## src/rtl/cpu_pkg.sv

```systemverilog
// Shared definitions for the accumulator CPU: opcode values and FSM state encoding.
// Latency: n/a (constants only).
// Backpressure: n/a.
package cpu_pkg;

  localparam int OPC_W = 3;

  // Instruction opcodes (top OPC_W bits of the IR)
  localparam logic [OPC_W-1:0] OP_HLT = 3'd0;
  localparam logic [OPC_W-1:0] OP_SKZ = 3'd1;
  localparam logic [OPC_W-1:0] OP_ADD = 3'd2;
  localparam logic [OPC_W-1:0] OP_AND = 3'd3;
  localparam logic [OPC_W-1:0] OP_XOR = 3'd4;
  localparam logic [OPC_W-1:0] OP_LDA = 3'd5;
  localparam logic [OPC_W-1:0] OP_STO = 3'd6;
  localparam logic [OPC_W-1:0] OP_JMP = 3'd7;

  // FSM state encoding
  localparam int STATE_W = 3;
  localparam logic [STATE_W-1:0] ST_IDLE     = 3'd0;
  localparam logic [STATE_W-1:0] ST_FETCH_HI = 3'd1;
  localparam logic [STATE_W-1:0] ST_FETCH_LO = 3'd2;
  localparam logic [STATE_W-1:0] ST_DECODE   = 3'd3;
  localparam logic [STATE_W-1:0] ST_EXEC_RD  = 3'd4;
  localparam logic [STATE_W-1:0] ST_EXEC_WR  = 3'd5;
  localparam logic [STATE_W-1:0] ST_HALTED   = 3'd6;

endpackage

```

## src/rtl/acc_alu.sv

```systemverilog
// Accumulator ALU: ADD/AND/XOR/LDA result and ADD carry-out for the CPU core.
// Latency: combinational.
// Backpressure: none; the core decides when the result is committed.
// Ports: op (opcode), acc (accumulator), operand (memory word) in;
//        result (new accumulator value), carry (bit DATA_W of acc+operand) out.
module acc_alu
  import cpu_pkg::*;
#(
  parameter int DATA_W = 8
) (
  input  logic [OPC_W-1:0]  op,
  input  logic [DATA_W-1:0] acc,
  input  logic [DATA_W-1:0] operand,
  output logic [DATA_W-1:0] result,
  output logic              carry
);

  logic [DATA_W:0] sum;

  always_comb begin
    sum    = {1'b0, acc} + {1'b0, operand};
    result = acc;
    carry  = sum[DATA_W];
    case (op)
      OP_ADD:  result = sum[DATA_W-1:0];
      OP_AND:  result = acc & operand;
      OP_XOR:  result = acc ^ operand;
      OP_LDA:  result = operand;
      default: result = acc;
    endcase
  end

endmodule

```

## src/rtl/acc_cpu_core.sv

```systemverilog
// Accumulator CPU: 8-opcode ISA, two-word instructions, split memory bus.
// Latency: ALU/LDA/STO 4 cycles, JMP/SKZ/HLT 3 cycles, +1 per wait cycle per access.
// Backpressure: mem_ready=0 holds state, addr, rd/wr and data_out indefinitely.
// Ports: clk/reset (sync, active-high); addr/rd/wr/data_out/data_oe/data_in/mem_ready
//        memory bus; fetch/opcode/ir_addr/pc_addr/carry/zero/halt status; resume
//        leaves HALTED. Optional CPU_TRACE_EN adds retire/retire_pc/instr_cnt.
module acc_cpu_core
  import cpu_pkg::*;
#(
  parameter int          DATA_W = 8,
  parameter int          ADDR_W = 13,
  parameter int unsigned RST_PC = 0
) (
  input  logic              clk,
  input  logic              reset,
  output logic [ADDR_W-1:0] addr,
  output logic              rd,
  output logic              wr,
  input  logic [DATA_W-1:0] data_in,
  output logic [DATA_W-1:0] data_out,
  output logic              data_oe,
  input  logic              mem_ready,
  output logic              fetch,
  output logic [OPC_W-1:0]  opcode,
  output logic [ADDR_W-1:0] ir_addr,
  output logic [ADDR_W-1:0] pc_addr,
  output logic              carry,
  output logic              zero,
  output logic              halt,
`ifdef CPU_TRACE_EN
  output logic              retire,
  output logic [ADDR_W-1:0] retire_pc,
  output logic [31:0]       instr_cnt,
`endif
  input  logic              resume
);

  localparam int IR_W = 2 * DATA_W;

  logic [STATE_W-1:0] state_q, state_d;
  logic [ADDR_W-1:0]  pc_q, pc_d;
  logic [IR_W-1:0]    ir_q, ir_d;
  logic [DATA_W-1:0]  acc_q, acc_d;
  logic               carry_q, carry_d;

  logic [DATA_W-1:0]  alu_result;
  logic               alu_carry;

  // Bits between the opcode and address fields carry no meaning.
  logic unused_ir_bits;
  assign unused_ir_bits = ^ir_q;

  assign opcode  = ir_q[IR_W-1 -: OPC_W];
  assign ir_addr = ir_q[ADDR_W-1:0];
  assign pc_addr = pc_q;
  assign carry   = carry_q;
  assign zero    = (acc_q == '0);

  acc_alu #(.DATA_W(DATA_W)) u_alu (
    .op      (opcode),
    .acc     (acc_q),
    .operand (data_in),
    .result  (alu_result),
    .carry   (alu_carry)
  );

  // Bus outputs depend on the state register only.
  always_comb begin
    rd       = 1'b0;
    wr       = 1'b0;
    fetch    = 1'b0;
    halt     = 1'b0;
    addr     = pc_q;
    data_out = acc_q;
    case (state_q)
      ST_FETCH_HI, ST_FETCH_LO: begin
        rd    = 1'b1;
        fetch = 1'b1;
      end
      ST_EXEC_RD: begin
        rd   = 1'b1;
        addr = ir_addr;
      end
      ST_EXEC_WR: begin
        wr   = 1'b1;
        addr = ir_addr;
      end
      ST_HALTED: halt = 1'b1;
      default: ;
    endcase
    data_oe = wr;
  end

  always_comb begin
    state_d = state_q;
    pc_d    = pc_q;
    ir_d    = ir_q;
    acc_d   = acc_q;
    carry_d = carry_q;
    case (state_q)
      ST_IDLE: state_d = ST_FETCH_HI;
      ST_FETCH_HI: if (mem_ready) begin
        ir_d[IR_W-1 -: DATA_W] = data_in;
        pc_d    = pc_q + 1'b1;
        state_d = ST_FETCH_LO;
      end
      ST_FETCH_LO: if (mem_ready) begin
        ir_d[DATA_W-1:0] = data_in;
        pc_d    = pc_q + 1'b1;
        state_d = ST_DECODE;
      end
      ST_DECODE: begin
        case (opcode)
          OP_ADD, OP_AND, OP_XOR, OP_LDA: state_d = ST_EXEC_RD;
          OP_STO: state_d = ST_EXEC_WR;
          OP_JMP: begin
            pc_d    = ir_addr;
            state_d = ST_FETCH_HI;
          end
          OP_SKZ: begin
            if (zero) pc_d = pc_q + ADDR_W'(2);
            state_d = ST_FETCH_HI;
          end
          default: state_d = ST_HALTED;
        endcase
      end
      ST_EXEC_RD: if (mem_ready) begin
        acc_d = alu_result;
        if (opcode == OP_ADD) carry_d = alu_carry;
        state_d = ST_FETCH_HI;
      end
      ST_EXEC_WR: if (mem_ready) state_d = ST_FETCH_HI;
      ST_HALTED:  if (resume) state_d = ST_FETCH_HI;
      default:    state_d = ST_IDLE;
    endcase
  end

  always_ff @(posedge clk) begin
    if (reset) begin
      state_q <= ST_IDLE;
      pc_q    <= ADDR_W'(RST_PC);
      ir_q    <= '0;
      acc_q   <= '0;
      carry_q <= 1'b0;
    end else begin
      state_q <= state_d;
      pc_q    <= pc_d;
      ir_q    <= ir_d;
      acc_q   <= acc_d;
      carry_q <= carry_d;
    end
  end

`ifdef CPU_TRACE_EN
  // Retire is registered so no output has a combinational path from mem_ready.
  logic [ADDR_W-1:0] start_pc_q, start_pc_d;
  logic              retire_q, retire_d;
  logic [ADDR_W-1:0] retire_pc_q, retire_pc_d;
  logic [31:0]       instr_cnt_q, instr_cnt_d;

  always_comb begin
    start_pc_d  = start_pc_q;
    retire_d    = 1'b0;
    retire_pc_d = retire_pc_q;
    instr_cnt_d = instr_cnt_q;
    if (state_q == ST_FETCH_HI && mem_ready) start_pc_d = pc_q;
    case (state_q)
      ST_DECODE:  retire_d = (opcode == OP_JMP) || (opcode == OP_SKZ) || (opcode == OP_HLT);
      ST_EXEC_RD,
      ST_EXEC_WR: retire_d = mem_ready;
      default:    retire_d = 1'b0;
    endcase
    if (retire_d) begin
      retire_pc_d = start_pc_q;
      instr_cnt_d = instr_cnt_q + 32'd1;
    end
  end

  always_ff @(posedge clk) begin
    if (reset) begin
      start_pc_q  <= ADDR_W'(RST_PC);
      retire_q    <= 1'b0;
      retire_pc_q <= '0;
      instr_cnt_q <= '0;
    end else begin
      start_pc_q  <= start_pc_d;
      retire_q    <= retire_d;
      retire_pc_q <= retire_pc_d;
      instr_cnt_q <= instr_cnt_d;
    end
  end

  assign retire    = retire_q;
  assign retire_pc = retire_pc_q;
  assign instr_cnt = instr_cnt_q;
`endif

endmodule
```

## config.mk

```make
export PLATFORM = sky130hd
export DESIGN_NAME = acc_cpu_core
export DESIGN_NICKNAME = d
export VERILOG_FILES = /design/src/rtl/cpu_pkg.sv /design/src/rtl/acc_alu.sv /design/src/rtl/acc_cpu_core.sv
export SDC_FILE = /design/constraint.sdc
export NUM_CORES = 1
export LEC_CHECK = 0
export CAP_MARGIN = 20
export CORE_MARGIN = 5
export CORE_UTILIZATION = 45
export CTS_BUF_LIST = sky130_fd_sc_hd__clkbuf_8 sky130_fd_sc_hd__clkbuf_16
export CTS_CLUSTER_DIAMETER = 100
export CTS_CLUSTER_SIZE = 30
export DETAILED_ROUTE_END_ITERATION = 10
export PLACE_DENSITY = 0.73
export SYNTH_ARGS = -nofsm -noshare
export SYNTH_HDL_FRONTEND = slang
export SYNTH_SLANG_ARGS = --single-unit
```

## constraint.sdc

```tcl
create_clock -name clk -period 2.6 [get_ports clk]
set_input_delay 0.52 -clock clk [delete_from_list [all_inputs] [get_ports clk]]
set_output_delay 0.52 -clock clk [all_outputs]
set_load 0.03 [all_outputs]
```

# == After elaboration in Yosys (flattened, before gate mapping) ==
# Index checks and enable logic that the tools add are counted.
# op_classes
n_addsub,3
eq_ne,20
muxes,16
bitwise_logic,2
reduce_logical,15
# op_table
operator,count
13-bit one-hot mux with 2 select lines,2
13-bit two-way mux,3
8-bit one-hot mux with 4 select lines,1
"3-bit == test, second input constant",7
3-bit one-hot mux with 6 select lines,1
"13-bit by 1-bit adder with 13-bit output, second input constant",1
"13-bit by 2-bit adder with 13-bit output, second input constant",1
"3-bit by 2-bit == test with 1-bit output, second input constant",4
3-bit two-way mux,4
8-bit by 8-bit adder with 9-bit output,1
3-bit one-hot mux with 3 select lines,1
8-bit AND,1
8-bit zero test,1
4-bit AND reduction,2
8-bit XOR,1
"3-bit by 1-bit == test with 1-bit output, second input constant",2
"2-bit != test, second input constant",3
3-bit AND reduction,2
2-bit OR reduction,3
1-bit two-way mux,4
"2-bit by 1-bit != test with 1-bit output, second input constant",2
2-bit AND reduction,2
4-bit nonzero test,1
4-bit OR reduction,1
5 further kinds,5
# word_totals
register_bits,41
input_bits,12
output_inout_bits,57

# == Longest topological paths before layout ==
# Gate-level depths: netlist of the first run.
# logic_depth
depth_word,4
depth_mapped,7
mapped_depth_nobuf,6

# == Hierarchy ==
# From an unflattened synthesis of the first run, not the netlist that was laid out.
# unflattened
hier_cells,428
hier_area_um2,3175.5
# modules_own_cells
mod,instances,cells_each,area_per_inst_um2
acc_cpu_core,1,320,2428.6
acc_alu,1,108,747.0

# == Worst setup path after synthesis of the first run ==
# Ideal clock, no wire load.
# synth_path
path_kind,flip-flop to output port
from,reg state_q[1]
to,out wr
t_arrival_ps,1616
required_time_ps,2080
setup_slack_ps,464
path_stages_with_launch,6
path_buffers,3
path_cell_list,dfxtp_1 > nand2b_1 > clkbuf_1 > buf_1 > nor2_1 > buf_4
# synth_between
elab_chain_cells,2
# synth_rtl
element,line,rtl
start: declaration,acc_cpu_core.sv:40,"logic [STATE_W-1:0] state_q, state_d;"
start signal: assignment,acc_cpu_core.sv:146,state_q <= state_d;
3-bit == test,acc_cpu_core.sv:75,case (state_q)
1-bit two-way mux,acc_cpu_core.sv:75,
end: declaration,acc_cpu_core.sv:18,"output logic wr,"
# Every way passes these cells.

# == Final worst setup path of the first run ==
# layout_path
from,reg state_q[1]
to,out fetch
# layout_between
elab_chain_cells,3
word_cells_on_any_way,4
classes_between,2 x eq/ne; 1 x mux; 1 x reduce/logical
# layout_rtl
element,line,rtl
3-bit by 2-bit == test with 1-bit output or 3-bit by 1-bit == test with 1-bit output (tied branches),acc_cpu_core.sv:75,
2-bit OR reduction (no source line) *,-,
1-bit two-way mux *,acc_cpu_core.sv:75,
end: declaration,acc_cpu_core.sv:23,"output logic fetch,"
# Mark *: on every way between the ends. The rest lies on a longest branch, timed or not.

==> results of run 1 <==
cells by family after synthesis:
| family | share of synthesized area [%] |
|---|---|
| mux | 10.61 |
| buf+inv | 5.554 |
| compound gates | 25.26 |
| fa+ha+maj | 4.593 |
| xor+xnor | 2.338 |
| flops | 27.39 |
| simple gates | 24.26 |
layer usage:
metal | global-route usage [%] | up-vias | wire, um | part of all wire (%)
li1 | - | 1574 | - | -
met1 | 28.74 | 1522 | 4181 | 43
met2 | 38.34 | 158 | 4611 | 48
met3 | 4.050 | 31 | 655 | 6.8
met4 | 8.291 | 0 | 210 | 2.2
met5 | 0 | - | 0 | 0
layout make-up:
cell class / instances / area, um^2
clock inverter: 3 / 65.06
sequential: 41 / 820.8
clock buffer: 5 / 68.82
fill: 579 / 2450
multi-input combinational: 311 / 2012
timing repair buffer: 90 / 872.1
tap: 77 / 96.34
inverter: 10 / 37.54
worst paths after layout:
check	to	slack (ns)
max reg2reg	state_q[0]	0.47
min	ir_q[12]	0.50
max	fetch	0.10
min reg2reg	ir_q[12]	0.50
what timing repair did:
item	4_1_cts	5_1_grt
endpoints found under the hold margin	0	0
gates resized for setup	2	1
endpoints found under the setup margin	3	1
power by group through the flow:
stage / Clock, mW / Sequential, mW / Combinational, mW
finish: 0.623 / 0.719 / 0.804
global route: 0.648 / 0.726 / 0.861
CTS: 0.630 / 0.718 / 0.799
detailed placement: 0 / 0.732 / 0.797
global placement: 0 / 0.732 / 0.789
floorplan: 0 / 0.778 / 0.453
layout by cell type (no fill, tap or decap), drive strengths merged, types with 3 or more instances in the layout:
cell type      count
a211o              3
a211oi             5
a21oi             37
a31oi              7
and3               6
buf               22
clkbuf             5
clkdlybuf4s50     66
dfxtp             41
ha                11
inv               10
mux2              14
mux2i             16
nand2             49
nand2b             8
nand3              8
nor2              33
nor2b              3
nor3              11
nor3b              4
nor4               5
o211ai             5
o21a               4
o21ai             24
o22ai              7
or4                3
xnor2              5
xor2               3
registers in the layout (all words and copies together), names as in the netlist:
register / count
pc_addr: 13
state_q: 3
ir_q: 16
data_out: 8
carry: 1
stage by stage:
step	total power, mW	hold WS, ns	cells
CTS	2.147	0.5059	537
global route	2.234	0.5575	537
global placement	1.520	0.4868	529
detailed placement	1.529	0.4917	529
finish	2.146	0.5004	537
floorplan	1.231	0.6009	390
worst min-delay path, cell delays in order, from the launching register on:
cell and delay (ns):
dfxtp_1 0.34, nand2_1 0.06, a21oi_1 0.06
==> metrics.csv, run 1 <==
stage,metric,value,unit
global_routing,grt_max_degree,30,
run,maxCapViolations,0,
sta,timing.final.crit_share,95.98,%
clock_network,clk_latency,0.30,ns
floorplanning,ios,69,
floorplanning,die_x,91.61,um
yosys,ys_ff_latch,41,
drt,drtIter0Drc,208,
setup_path,crit_cells,5,
setup_path,r2r_start,ir_q[15],
yosys,yosysTopAreaCellShare,27.39,%
setup_path,cp_max_fo,15,
sta,tns,0,ns
yosys,yosys.area.top_type,dfxtp_1,
yosys,synthCells,390,
layout,insertedDiodeCount,0,
global_routing,grt_first_pass_wirelength,15730,um
placed_design,place.gp.congestion,1.026,
setup_path,r2r_cells,5,
sta,rsz0062_at_grt,false,
layout,drive_above_1_share,11.74,%
pwr,power_density,540.3,nW/um^2
pwr,seqPwrFrac,33.5,%
clock_network,cts.sinks,41,
sta,slew_viol_final,0,
placed_design,dpl_worst_slack,0.1219,ns
drt,finalWirelength,9658,um
placed_design,dpl.hpwl,7065,um
floorplanning,dieArea,8391,um^2
layout,area_delta_synth_final,32.57,%
global_routing,grt_use_total,22.67,%
setup_path,cp_cell_sequence,"buf_4, xnor2_1, or2_2, inv_1, clkdlybuf4s50_1",
hold_path,hold_class,reg -> reg,
drt,vias_per_cell,6.117,
setup_path,path_buf_inv,3,
yosys,synth_ff_type,dfxtp_1,
pwr,swShare,35.89,%
sta,finalSetupViolations,0,
yosys,synth_cell_types,65,
layout,fin_util,61.85,%
setup_path,critPathSlowestCell,clkdlybuf4s50_1,
floorplanning,die_h,91.61,um
drt,vias,3285,
sta,max_freq,400.7,MHz
floorplanning,rows,29,
floorplanning,initial_core_util,46.66,%
pwr,leakage,1.470,nW
sta,worst_pin_slew,0.5331,ns
clock_network,cts_tree,built,
yosys,yosysWarningCount,0,
global_routing,gr-total-overflow,0,
clock_network,post-cts-setup-buffers,0,
setup_path,startpoint_type,flip-flop,
sta,timing.final.crit_period,2.495,ns
yosys,async_flop_share,0,%
pwr,p_sw,0.7703,mW
clock_network,cts_buffers,5,
setup_path,worstSetupEndpointType,output port,
yosys,synth.most_common_cell,nand2_1,
pwr,clkPwrFrac,29.0,%
hold_path,hold_depth,2,
setup_path,cp_top_family,buffers and inverters,
sta,fin_ws,0.1046,ns
clock_network,cts-htree-levels,2,
run_status,status,finished clean,
yosys,yosys-top-cells-count,"nand2_1 (49), dfxtp_1 (41), a21oi_1 (37), nor2_1 (33), o21ai_0 (21)",
drt,drtPass1Iterations,4,
setup_path,crit_required,2.08,ns
setup_path,crit_path_start,state_q[1],
floorplanning,core,6422,um^2
layout,finalNetCount,482,
global_routing,first_global_vias,3237,
setup_path,max_stage_delay,0.66,ns
global_routing,antenna_found_initial,0,
yosys,syn_nets,413,
drt,drc,0,
pwr,vdd_ir_drop_max,279.9,uV
drt,ant_nets,0,
setup_path,crit_type,reg -> out,
sta,fin_skew,0.007734,ns
drt,wl_per_cell,17.99,um
placed_design,io_buffers,68,
clock_network,cts.path.max_buffers,2,
yosys,synth-seq-area-share,27.39,%
hold_path,min_from,ir_q[12],
clock_network,root_buffer,clkbuf_8,
setup_path,cp.arrival,1.98,ns
placed_design,placed_area,3835,um^2
pwr,power_frac_comb,37.4,%
layout,final_area,3973,um^2
yosys,synth_edf_count,0,
yosys,syn_area_per_cell,7.684,um^2
clock_network,clk_pin_slew,0.08,ns
yosys,netlist_area,2997,um^2
sta,slew_headroom,64.35,%
clock_network,hold_buffers,0,
yosys,yosys-top-cells-area,"dfxtp_1 (27%), a21oi_1 (6.2%), nand2_1 (6.1%)",
sta,hold_viol,0,
pwr,internal-power,1.376,mW
No activity file was read; power rests on OpenSTA's default activity.
==> run 2, diff against run 1 <==
- clock period: 2.6 -> 2.7 ns (I/O delays scaled with it)
==> metrics.csv, run 2 (synthesis results as in run 1) <==
stage,metric,value,unit
run_status,status,finished clean,
layout,insertedDiodeCount,0,
clock_network,cts_tree,built,
sta,rsz0062_at_grt,false,
layout,multi_input_area,2012,um^2
global_routing,grt_first_pass_wirelength,15630,um
setup_path,crit_type,reg -> out,
hold_path,min_from,data_out[3],
global_routing,gr-total-overflow,0,
drt,vias,3305,
layout,regArea,820.8,um^2
setup_path,worstSetupEndpointType,output port,
drt,finalWirelength,9548,um
placed_design,io_buffers,68,
pwr,power_density,505.8,nW/um^2
floorplanning,rows,29,
sta,tns,0,ns
pwr,finalPower,1.969,mW
global_routing,grt_max_degree,22,
floorplanning,initial_core_util,46.66,%
hold_path,hold_class,reg -> reg,
pwr,leakage,1.410,nW
sta,slew_headroom,64.06,%
setup_path,r2r_cells,5,
clock_network,clk_pin_slew,0.09,ns
layout,layout_common_cells,"clkdlybuf4s50_1 (67), nand2_1 (49), dfxtp_1 (41)",
clock_network,cts.sinks,41,
floorplanning,ios,69,
layout,area_delta_synth_final,29.90,%
clock_network,cts-htree-levels,2,
clock_network,cts_buffers,5,
clock_network,post-cts-setup-buffers,0,
drt,drtPass1Iterations,5,
run,maxCapViolations,0,
layout,fillers,603,
placed_design,dpl.hpwl,6976,um
sta,fin_ws,0.1321,ns
sta,max_freq,389.4,MHz
clock_network,root_buffer,clkbuf_8,
drt,drtIter0Drc,224,
sta,finalSetupViolations,0,
sta,timing.final.crit_period,2.568,ns
drt,vias_per_cell,6.212,
sta,slew_viol_final,0,
floorplanning,dieArea,8391,um^2
floorplanning,die_h,91.61,um
setup_path,startpoint_type,flip-flop,
placed_design,dpl_worst_slack,0.1694,ns
setup_path,cp_max_fo,15,
drt,ant_nets,0,
layout,final_common_cell,clkdlybuf4s50_1,
hold_path,hold_end,data_out[3],
placed_design,placed_area,3772,um^2
hold_path,hold_depth,2,
setup_path,r2r_start,ir_q[15],
clock_network,clk_latency,0.30,ns
floorplanning,die_x,91.61,um
sta,hold_viol,0,
global_routing,antenna_found_initial,0,
setup_path,r2r-end,state_q[0],
layout,drive_above_1_share,10.77,%
layout,largest_reg_flops,16,
floorplanning,core,6422,um^2
sta,fin_skew,0.005052,ns
sta,timing.final.crit_share,95.11,%
setup_path,r2r_setup_slack,0.55,ns
layout,final_area,3892,um^2
layout,finalNetCount,477,
drt,drc,0,
drt,wl_per_cell,17.95,um
layout,regMostFlops,ir_q,
sta,worst_pin_slew,0.5383,ns
placed_design,place.gp.congestion,0.9484,
global_routing,first_global_vias,3121,
clock_network,cts.path.max_buffers,2,
global_routing,grt_use_total,22.50,%
pwr,vdd_ir_drop_max,224.1,uV
setup_path,cp.arrival,2.03,ns
setup_path,crit_required,2.16,ns
[run 2: routing by layer]
metal | routed length [um] | part of all wire [%] | global-route usage, %
met5 | 0 | 0 | 0
met4 | 142 | 1.5 | 9.045
met3 | 849 | 8.9 | 3.306
met2 | 4447 | 47 | 36.64
met1 | 4109 | 43 | 29.77
[run 2: area by class of cell]
type | instances | area share (%)
multi-input combinational | 311 | 51.69
sequential | 41 | 21.09
timing repair buffer | 85 | 20.83
tap | 77 | 2.475
clock buffer | 5 | 1.768
clock inverter | 3 | 1.189
inverter | 10 | 0.9643
[run 2: repair_timing]
| item | 4_1_cts | 5_1_grt |
|---|---|---|
| hold endpoints to repair | 0 | 0 |
| hold buffers | 0 | 0 |
| endpoints found under the setup margin | 0 | 11 |
| gates resized for setup | 0 | 2 |
[run 2: where the power goes]
part / switching (mW) / total [mW] / internal (mW)
Sequential: 0.0616 / 0.704 / 0.642
Combinational: 0.446 / 0.744 / 0.297
Clock: 0.244 / 0.521 / 0.277
Total: 0.752 / 1.97 / 1.22
[run 2: critical path, stage by stage, from the launching register on]
cell	delay, ns
dfxtp_1	0.31
buf_4	0.17
xnor2_1	0.15
or2_2	0.31
o21ai_0	0.08
clkdlybuf4s50_1	0.69
[run 2: worst max path at each step]
stage                           from     endpoint  slack, ns  cells past startpoint
after detailed placement  data_in[3]  data_out[7]       0.17                      7
after global routing      state_q[1]      addr[8]        0.1                      4
after CTS                 state_q[1]      addr[7]       0.02                      4
final                     state_q[1]           rd       0.13                      5
after floorplan           state_q[1]           wr       0.54                      5
after global placement    data_in[1]  data_out[6]       0.18                      7
[run 2: metrics by stage]
stage,instances,util (%),hold slack (ns)
after CTS,532,60.53,0.5185
after global placement,524,58.74,0.5006
after global routing,532,60.61,0.5472
after detailed placement,524,58.74,0.5051
final,532,60.61,0.5129
after floorplan,390,-,0.6009
==> run 3, diff against run 2 <==
- CTS_BUF_LIST: sky130_fd_sc_hd__clkbuf_8 sky130_fd_sc_hd__clkbuf_16 -> unset
- SKIP_CTS_REPAIR_TIMING: unset -> 1
==> results of run 3 <==
No change in the layout: final DEF, timing and power equal those of run 2.
==> edit, RTL diff (config.mk and constraints of run 1) <==
Set the package constant `STATE_W` to 6 (it was 3).
--- a/src/rtl/cpu_pkg.sv
+++ b/src/rtl/cpu_pkg.sv
@@ -16,7 +16,7 @@
   localparam logic [OPC_W-1:0] OP_JMP = 3'd7;
 
   // FSM state encoding
-  localparam int STATE_W = 3;
+  localparam int STATE_W = 6;
   localparam logic [STATE_W-1:0] ST_IDLE     = 3'd0;
   localparam logic [STATE_W-1:0] ST_FETCH_HI = 3'd1;
   localparam logic [STATE_W-1:0] ST_FETCH_LO = 3'd2;
Behaviour: no difference found for any inputs over 10 cycles, from zero or initial values and one cycle with reset high; that may be too few to reach the edited logic, so the function may still have changed.
==> edit against run 1 <==
Clock power shrank 31%. Clock skew barely moved. Critical path depth fell by 1. Count of clock-buffer cells in the layout stayed put. Power decreased by 23%. Final area shrank 0.79%. Synthesized area is 0.92% higher. Wire length shrank 7.8%. Sequential cell count stayed put. Worst hold slack got worse by 27 ps. Final cell count fell by 4.3%. Worst setup slack got worse by 2.0 ps. Critical endpoint is now addr[8]. Largest cell class unchanged. Highest routed layer unchanged.
==> edit: results (changes against run 1) <==
Critical path
  • Critical Path End: addr[8]
  • Critical R2R Capture: pc_addr[10]$_SDFFE_PP0P_
  • Reg2Reg Depth: 6 (+1)
  • Reg2Reg Setup Slack: 570 ps (+100 ps)
  • Worst R2R Start: ir_q[13]$_SDFFE_PP0P_

Drt
  • DR iter-0 viols: 190 (-8.7%)
  • DR pass1 iterations: 5 (+1)
  • Via total after detailed routing: 3126 (-4.8%)
  • Final WL: 8910 microns (-7.8%)

Placement
  • Gpl congestion: 0.922 (-10%)
  • DP HPWL: 6550 microns (-7.3%)

Cells and area
  • # fillers: 598 (+3.3%)
  • Final net count: 459 (-4.8%)
  • Share of layout cells above drive strength 1: 15.8% (+4.1 points)

Power
  • LEAKAGE: 0.00138 uW (-6.1%)
  • Peak supply drop: 217 uV (-23%)

STA
  • Least-Margin Pin Slew: 518 ps (-14.7 ps)
  • Clk_skew: 8.17 ps (+0.432 ps)

Global routing
  • Largest net degree at the start of global routing: 37 (+23%)
  • First-pass GRT wire length: 14200 microns (-9.8%)
  • Vias in the first global route: 2815 (-13%)
  • GR Util All Layers: 20.6% (-2.1 points)

Synth
  • Seq/Total Area, Yosys: 27.1% (-0.25 points)
  • Count of cell types in the netlist: 67 (+3.1%)
  • Mapped Cells: 361 (-7.4%)
  • Top post-synthesis cells by area: dfxtp_1, mux2i_1, mux2_2
  • Leading cell types by count after synthesis: nor2_1, dfxtp_1, mux2i_1

Run status
  • Outcome: complete, no violations
==> edit: changes by cell type after synthesis, sizes merged, moves of 5 or more <==
cell	before	now
clkbuf	15	10
a221oi	1	7
a211oi	5	11
a21oi	37	16
nor2	33	47
nand2	49	17
mux2i	16	23
==> edit: repair_timing <==
item / in CTS / in global routing
endpoints found under the hold margin: 0 / 0
gates resized for setup: 1 / 0
setup endpoints to repair: 1 / 0
==> edit: worst min-delay path by stage <==
stage | depth (start not counted) | to | from | slack, ps
after CTS | 2 | carry$_SDFFE_PP0P_ | carry$_SDFFE_PP0P_ | 480
after global placement | 2 | carry$_SDFFE_PP0P_ | carry$_SDFFE_PP0P_ | 470
after floorplan | 2 | carry$_SDFFE_PP0P_ | carry$_SDFFE_PP0P_ | 600
after global routing | 2 | carry$_SDFFE_PP0P_ | carry$_SDFFE_PP0P_ | 500
final | 2 | carry$_SDFFE_PP0P_ | carry$_SDFFE_PP0P_ | 470
after detailed placement | 2 | carry$_SDFFE_PP0P_ | carry$_SDFFE_PP0P_ | 460
==> edit: power groups by stage <==
stage	combinational, uW	sequential (uW)	clock, uW
final	532	697	427
after global routing	572	703	471
after CTS	531	696	431
after detailed placement	530	711	0
after global placement	526	710	0
after floorplan	325	731	0
==> edit: through the flow <==
| step | worst slack (ps) | cell area, sq um |
|---|---|---|
| 5_1_grt | 9.46 | 3940 |
| 3_5_place_dp | 7.21 | 3860 |
| 2_1_floorplan | 516 | 3020 |
| 4_1_cts | 92.2 | 3940 |
| 6_report | 103 | 3940 |
| 3_3_place_gp | 8.14 | 3860 |
==> edit: cells by family after synthesis <==
group                      share of synthesized area (%)
and+or+nand+nor                                     19.8
AOI/OAI and AO/OA                                   25.9
DFF                                                 27.1
buffers and inverters                               6.16
muxes                                               13.6
adders and majority gates                           4.55
xor gates and xnor gates                            2.90
==> edit: worst max-delay path, stage by stage, from the launching register on <==
cell and delay [ps]:
dfxtp_1 330, nand2b_1 110, buf_4 270, mux2_2 380, clkdlybuf4s50_1 590
==> edit: cell type report <==
class / instances / area (sq um) / share of cell area (%)
inverters: 15 / 56.3 / 1.43
clock inverters: 3 / 17.5 / 0.444
well taps: 77 / 96.3 / 2.44
flip-flops and latches: 41 / 821 / 20.8
repair buffers: 93 / 865 / 21.9
clock buffers: 5 / 68.8 / 1.75
multi-input cells: 280 / 2020 / 51.2
==> edit: per-layer routing <==
layer | share of wire [%] | vias to the layer above | track usage [%]
li1 | - | 1520 | -
met1 | 45 | 1472 | 26.8
met2 | 48 | 124 | 34.3
met3 | 6.1 | 10 | 4.50
met4 | 1.1 | 0 | 5.57
met5 | 0 | - | 0
